`src/rtl/md_pkg.sv`:
```
// Shared types and constants for the metadata broadcaster.
package md_pkg;

  localparam int unsigned DW_DEFAULT = 512;
  localparam int unsigned MAX_N_OUT  = 8;

  typedef logic [DW_DEFAULT-1:0] md_beat_t;

  // Pointer width for a power-of-two FIFO; never narrower than one bit.
  function automatic int unsigned ptr_w(input int unsigned depth);
    return (depth > 1) ? $clog2(depth) : 1;
  endfunction

endpackage

```
`src/rtl/md_bcast_fifo.sv`:
```
// Per-lane FIFO with registered full/empty flags; storage is not reset.
module md_bcast_fifo
  import md_pkg::*;
#(
  parameter int unsigned DW         = DW_DEFAULT,
  parameter int unsigned FIFO_DEPTH = 2
) (
  input  logic          clk_i,
  input  logic          rst_ni,
  input  logic          push_i,
  input  logic [DW-1:0] data_i,
  output logic          full_o,
  output logic          valid_o,
  input  logic          ready_i,
  output logic [DW-1:0] data_o
);

  localparam int unsigned PW = ptr_w(FIFO_DEPTH);
  localparam int unsigned CW = $clog2(FIFO_DEPTH + 1);

  logic [DW-1:0] mem_q [FIFO_DEPTH];
  logic [PW-1:0] wr_ptr_q, rd_ptr_q;
  logic [CW-1:0] count_q, count_d;
  logic          full_q, empty_q;
  logic          push_ok, pop;

  assign push_ok = push_i && !full_q;
  assign pop     = !empty_q && ready_i;

  always_comb begin
    count_d = count_q;
    if (push_ok && !pop) begin
      count_d = count_q + CW'(1);
    end else if (pop && !push_ok) begin
      count_d = count_q - CW'(1);
    end
  end

  always_ff @(posedge clk_i or negedge rst_ni) begin
    if (!rst_ni) begin
      wr_ptr_q <= '0;
      rd_ptr_q <= '0;
      count_q  <= '0;
      full_q   <= 1'b0;
      empty_q  <= 1'b1;
    end else begin
      if (push_ok) wr_ptr_q <= wr_ptr_q + PW'(1);
      if (pop)     rd_ptr_q <= rd_ptr_q + PW'(1);
      count_q <= count_d;
      full_q  <= (count_d == CW'(FIFO_DEPTH));
      empty_q <= (count_d == CW'(0));
    end
  end

  always_ff @(posedge clk_i) begin
    if (push_ok) mem_q[wr_ptr_q] <= data_i;
  end

  assign full_o  = full_q;
  assign valid_o = !empty_q;
  assign data_o  = mem_q[rd_ptr_q];

endmodule

```
`src/rtl/md_broadcaster.sv`:
```
// 1-to-N metadata broadcaster: per-lane FIFOs, masked replication, drop counter.
module md_broadcaster
  import md_pkg::*;
#(
  parameter int unsigned DW         = DW_DEFAULT,
  parameter int unsigned N_OUT      = 2,
  parameter int unsigned FIFO_DEPTH = 2,
  parameter int unsigned CNT_W      = 32
) (
  input  logic                clk,
  input  logic                resetn,
  input  logic [DW-1:0]       AXIS_IN_MD_TDATA,
  input  logic                AXIS_IN_MD_TVALID,
  output logic                AXIS_IN_MD_TREADY,
  input  logic [N_OUT-1:0]    CFG_EN_MASK,
  output logic [N_OUT*DW-1:0] AXIS_OUT_MD_TDATA,
  output logic [N_OUT-1:0]    AXIS_OUT_MD_TVALID,
  input  logic [N_OUT-1:0]    AXIS_OUT_MD_TREADY,
  output logic [CNT_W-1:0]    DROP_CNT
);

  logic [N_OUT-1:0] full;
  logic [N_OUT-1:0] push;
  logic             ready_en_q;
  logic [CNT_W-1:0] drop_cnt_q;
  logic             accept;

  // Ready is held low through reset and released on the first edge after it.
  assign AXIS_IN_MD_TREADY = ready_en_q && (&(~(CFG_EN_MASK & full)));
  assign accept            = AXIS_IN_MD_TVALID && AXIS_IN_MD_TREADY;
  assign push              = {N_OUT{accept}} & CFG_EN_MASK;

  for (genvar i = 0; i < N_OUT; i++) begin : g_lane
    md_bcast_fifo #(
      .DW         (DW),
      .FIFO_DEPTH (FIFO_DEPTH)
    ) u_fifo (
      .clk_i   (clk),
      .rst_ni  (resetn),
      .push_i  (push[i]),
      .data_i  (AXIS_IN_MD_TDATA),
      .full_o  (full[i]),
      .valid_o (AXIS_OUT_MD_TVALID[i]),
      .ready_i (AXIS_OUT_MD_TREADY[i]),
      .data_o  (AXIS_OUT_MD_TDATA[i*DW +: DW])
    );
  end

  always_ff @(posedge clk or negedge resetn) begin
    if (!resetn) begin
      ready_en_q <= 1'b0;
      drop_cnt_q <= '0;
    end else begin
      ready_en_q <= 1'b1;
      if (accept && (CFG_EN_MASK == '0)) drop_cnt_q <= drop_cnt_q + CNT_W'(1);
    end
  end

  assign DROP_CNT = drop_cnt_q;

endmodule

```
`config.mk`:
```
export PLATFORM = sky130hd
export DESIGN_NAME = md_broadcaster
export DESIGN_NICKNAME = d
export VERILOG_FILES = /design/src/rtl/md_pkg.sv /design/src/rtl/md_bcast_fifo.sv /design/src/rtl/md_broadcaster.sv
export SDC_FILE = /design/constraint.sdc
export NUM_CORES = 2
export LEC_CHECK = 0
export CORE_AREA = 2 2 613 615
export CTS_BUF_LIST = sky130_fd_sc_hd__clkbuf_2 sky130_fd_sc_hd__clkbuf_4 sky130_fd_sc_hd__clkbuf_8
export CTS_CLUSTER_DIAMETER = 150
export DETAILED_ROUTE_END_ITERATION = 8
export DIE_AREA = 0 0 615 617
export PLACE_DENSITY = 0.49
export SKIP_CTS_REPAIR_TIMING = 1
export SYNTH_ARGS = -nofsm -noshare
export SYNTH_HDL_FRONTEND = slang
export SYNTH_SLANG_ARGS = --single-unit
```
`constraint.sdc`:
```
create_clock -name clk -period 35.5 [get_ports clk]
set_clock_uncertainty 0.05 [all_clocks]
set_input_delay 5.325 -clock clk [delete_from_list [all_inputs] [get_ports clk]]
set_output_delay 5.325 -clock clk [all_outputs]
set_load 0.03 [all_outputs]
```
==> qor.yml <==
outcome: "completed"
drt_wl_total_mm: 270
path_class: "in -> out"
finalInstanceArea_mm2: 0.105
tightestPinTransition_ps: 1140
grt_pass1_vias: 42068
synth-edff-count: 2048
setup_violations: 0
numCtsBuffers: 372
wl_per_cell_um: 25.6
drcViolationCount: 0
clkSinkCount: 2093
synthArstFlopShare_pct: 2.15
irDropWorstVdd_mv: 0.0344
die_w_um: 615
clk_latency_ps: 970
final_cell_mix: "2048 x edfxtp_1, 1574 x clkdlybuf4s50_1, 1024 x mux2_2, 378 x clkbuf_8, 123 x clkbuf_4"
min_period_ps: 12440
syn_area_mm2: 0.0756
power_mw: 7.92
grt_max_degree: 128
cts.clk_slew.worst_paths_ps: 60
synth_warnings: 0
slew_headroom_pct: 23.9
final_common_cell: "edfxtp_1"
viasPerCell: 3.81
start_kind: "primary input"
dieArea_mm2: 0.379
p_leak_nw: 33.7
antenna_found_initial: 49
firstDrtPassIters: 5
wl_met1_mm: 104
finalSetupTns_ps: 0
dpl_cell_area_mm2: 0.0977
initial_core_util_pct: 20.2
grt_usage_pct: 13.6
crit_required_ps: 30120
syn-num-nets: 3899
grt_pass1_wl_mm: 359
ys_seq_area_share_pct: 82.8
end_kind: "output port"
dieHeight_um: 617
final_cell_count_no_fill: 10569
dpl.hpwl_mm: 196
first_iter_violations: 2676
synthFlopType: "edfxtp_1"
hp-class: "reg -> reg"
wl_met3_mm: 23.4
dp.cells: 9883
drive_above_1_share_pct: 29.9
holdCritStartpoint: "DROP_CNT[29]"
rows: 225
synthCells: 3379
hold_viol_final: 0
crit_fanout: 5
wl_met2_mm: 136
top_layer: "met5"
nets: 5783
syn_avg_cell_area_um2: 22.4
synth_cell_type_count: 32
core-area_mm2: 0.374
max_freq_ghz: 0.0804
cts_buffer_depth: 4
rr_startpoint: "ready_en_q"
synth-seq-cells: 2093
ant_nets: 0
rsz0062_at_grt: "no"
vias: 40290
min_period_over_period_pct: 35.0
gp_congestion: 0.836
cts_tree: "built"
gr-total-overflow: 0
io_buffers: 1577
cts_root_buffer: "clkbuf_8"
io_pins: 1578
cp.arrival_ps: 7070
ctsHtreeMaxLevel: 5
startpoint: "CFG_EN_MASK[0]"
drv_cap: 0
syn_to_final_growth_pct: 38.8
power.density_mw_per_mm2: 75.4
slew_viol_final: 0
[area by class of cell]
| cell class | instances | area [µm²] |
|---|---|---|
| clock inverter | 149 | 1090 |
| clock buffer | 501 | 6130 |
| timing repair buffer | 1631 | 16300 |
| fill | 37315 | 269000 |
| tap | 4994 | 6250 |
| inverter | 3 | 11.3 |
| sequential | 2093 | 62600 |
| multi-input combinational | 1162 | 12500 |
| antenna | 36 | 90.1 |
[kinds of logic after synthesis]
family / count (synthesis) / share of synthesized area [%]
AND/OR/NAND/NOR: 91 / 0.758
AO/OA/AOI/OAI: 6 / 0.0695
flip-flops: 2093 / 82.8
multiplexers: 1024 / 15.2
other: 1 / 0.00496
adder cells (fa/ha/maj): 1 / 0.0165
buffers and inverters: 124 / 0.632
XOR/XNOR: 39 / 0.452
[stage by stage]
stage	hold WS, ps	utilization, %	setup slack, ps
global route	480	28.1	22960
finish	449	28.1	23060
CTS	447	28.1	22970
global placement	432	26.1	22940
detailed placement	438	26.1	22990
floorplan	406	-	5940
[critical path, cell delays in order]
cell	delay, ps
clkdlybuf4s50_1	510
nand2_1	200
and3_1	310
clkdlybuf4s50_1	720
[cells in the mapped netlist, types with 3 or more instances]
master	instances	area [µm²]
nand3_1	10	50.1
or4_1	3	22.5
clkbuf_1	117	439
xor2_1	12	105
inv_1	3	11.3
nand4_1	22	138
and2_1	5	31.3
edfxtp_1	2048	61500
mux2_2	1024	11500
and3_1	7	43.8
dfrtp_1	43	1080
nand2_1	15	56.3
nor3_1	8	40.0
nor2_1	6	22.5
buf_4	3	22.5
xnor2_1	27	236
[path summary, 6_finish.rpt]
| check | end | slack [ps] | cells after the start |
|---|---|---|---|
| setup reg to reg | g_lane[1].u_fifo.mem_q[0][465] | 29470 | 8 |
| setup / recovery | AXIS_IN_MD_TREADY | 23060 | 4 |
| hold / removal | DROP_CNT[29] | 450 | 1 |
| max in group asynchronous | g_lane[0].u_fifo.rd_ptr_q | 30100 | 1 |
| min in group asynchronous | DROP_CNT[4] | 4480 | 1 |
| hold reg to reg | DROP_CNT[29] | 450 | 1 |
[layer usage]
layer,up-vias,global-route usage [%]
li1,17422,-
met1,21037,15.4
met2,1452,23.5
met3,371,5.22
met4,8,3.90
met5,-,0
[where the power goes]
group          total [mW]  internal [mW]  switching (mW)
combinational        2.77           1.10            1.67
clock                2.21           1.20            1.02
sequential           2.93           2.88          0.0510
total                7.92           5.17            2.74
[state kept, by name (all words and copies together), names as in the netlist]
register / flops
g_lane.u_fifo.mem_q: 2048
g_lane.u_fifo.count_q: 4
g_lane.u_fifo.rd_ptr_q: 2
g_lane.u_fifo.empty_q: 2
ready_en_q: 1
DROP_CNT: 32
g_lane.u_fifo.full_o: 2
g_lane.u_fifo.wr_ptr_q: 2
Power figures use the tool's default switching activity.
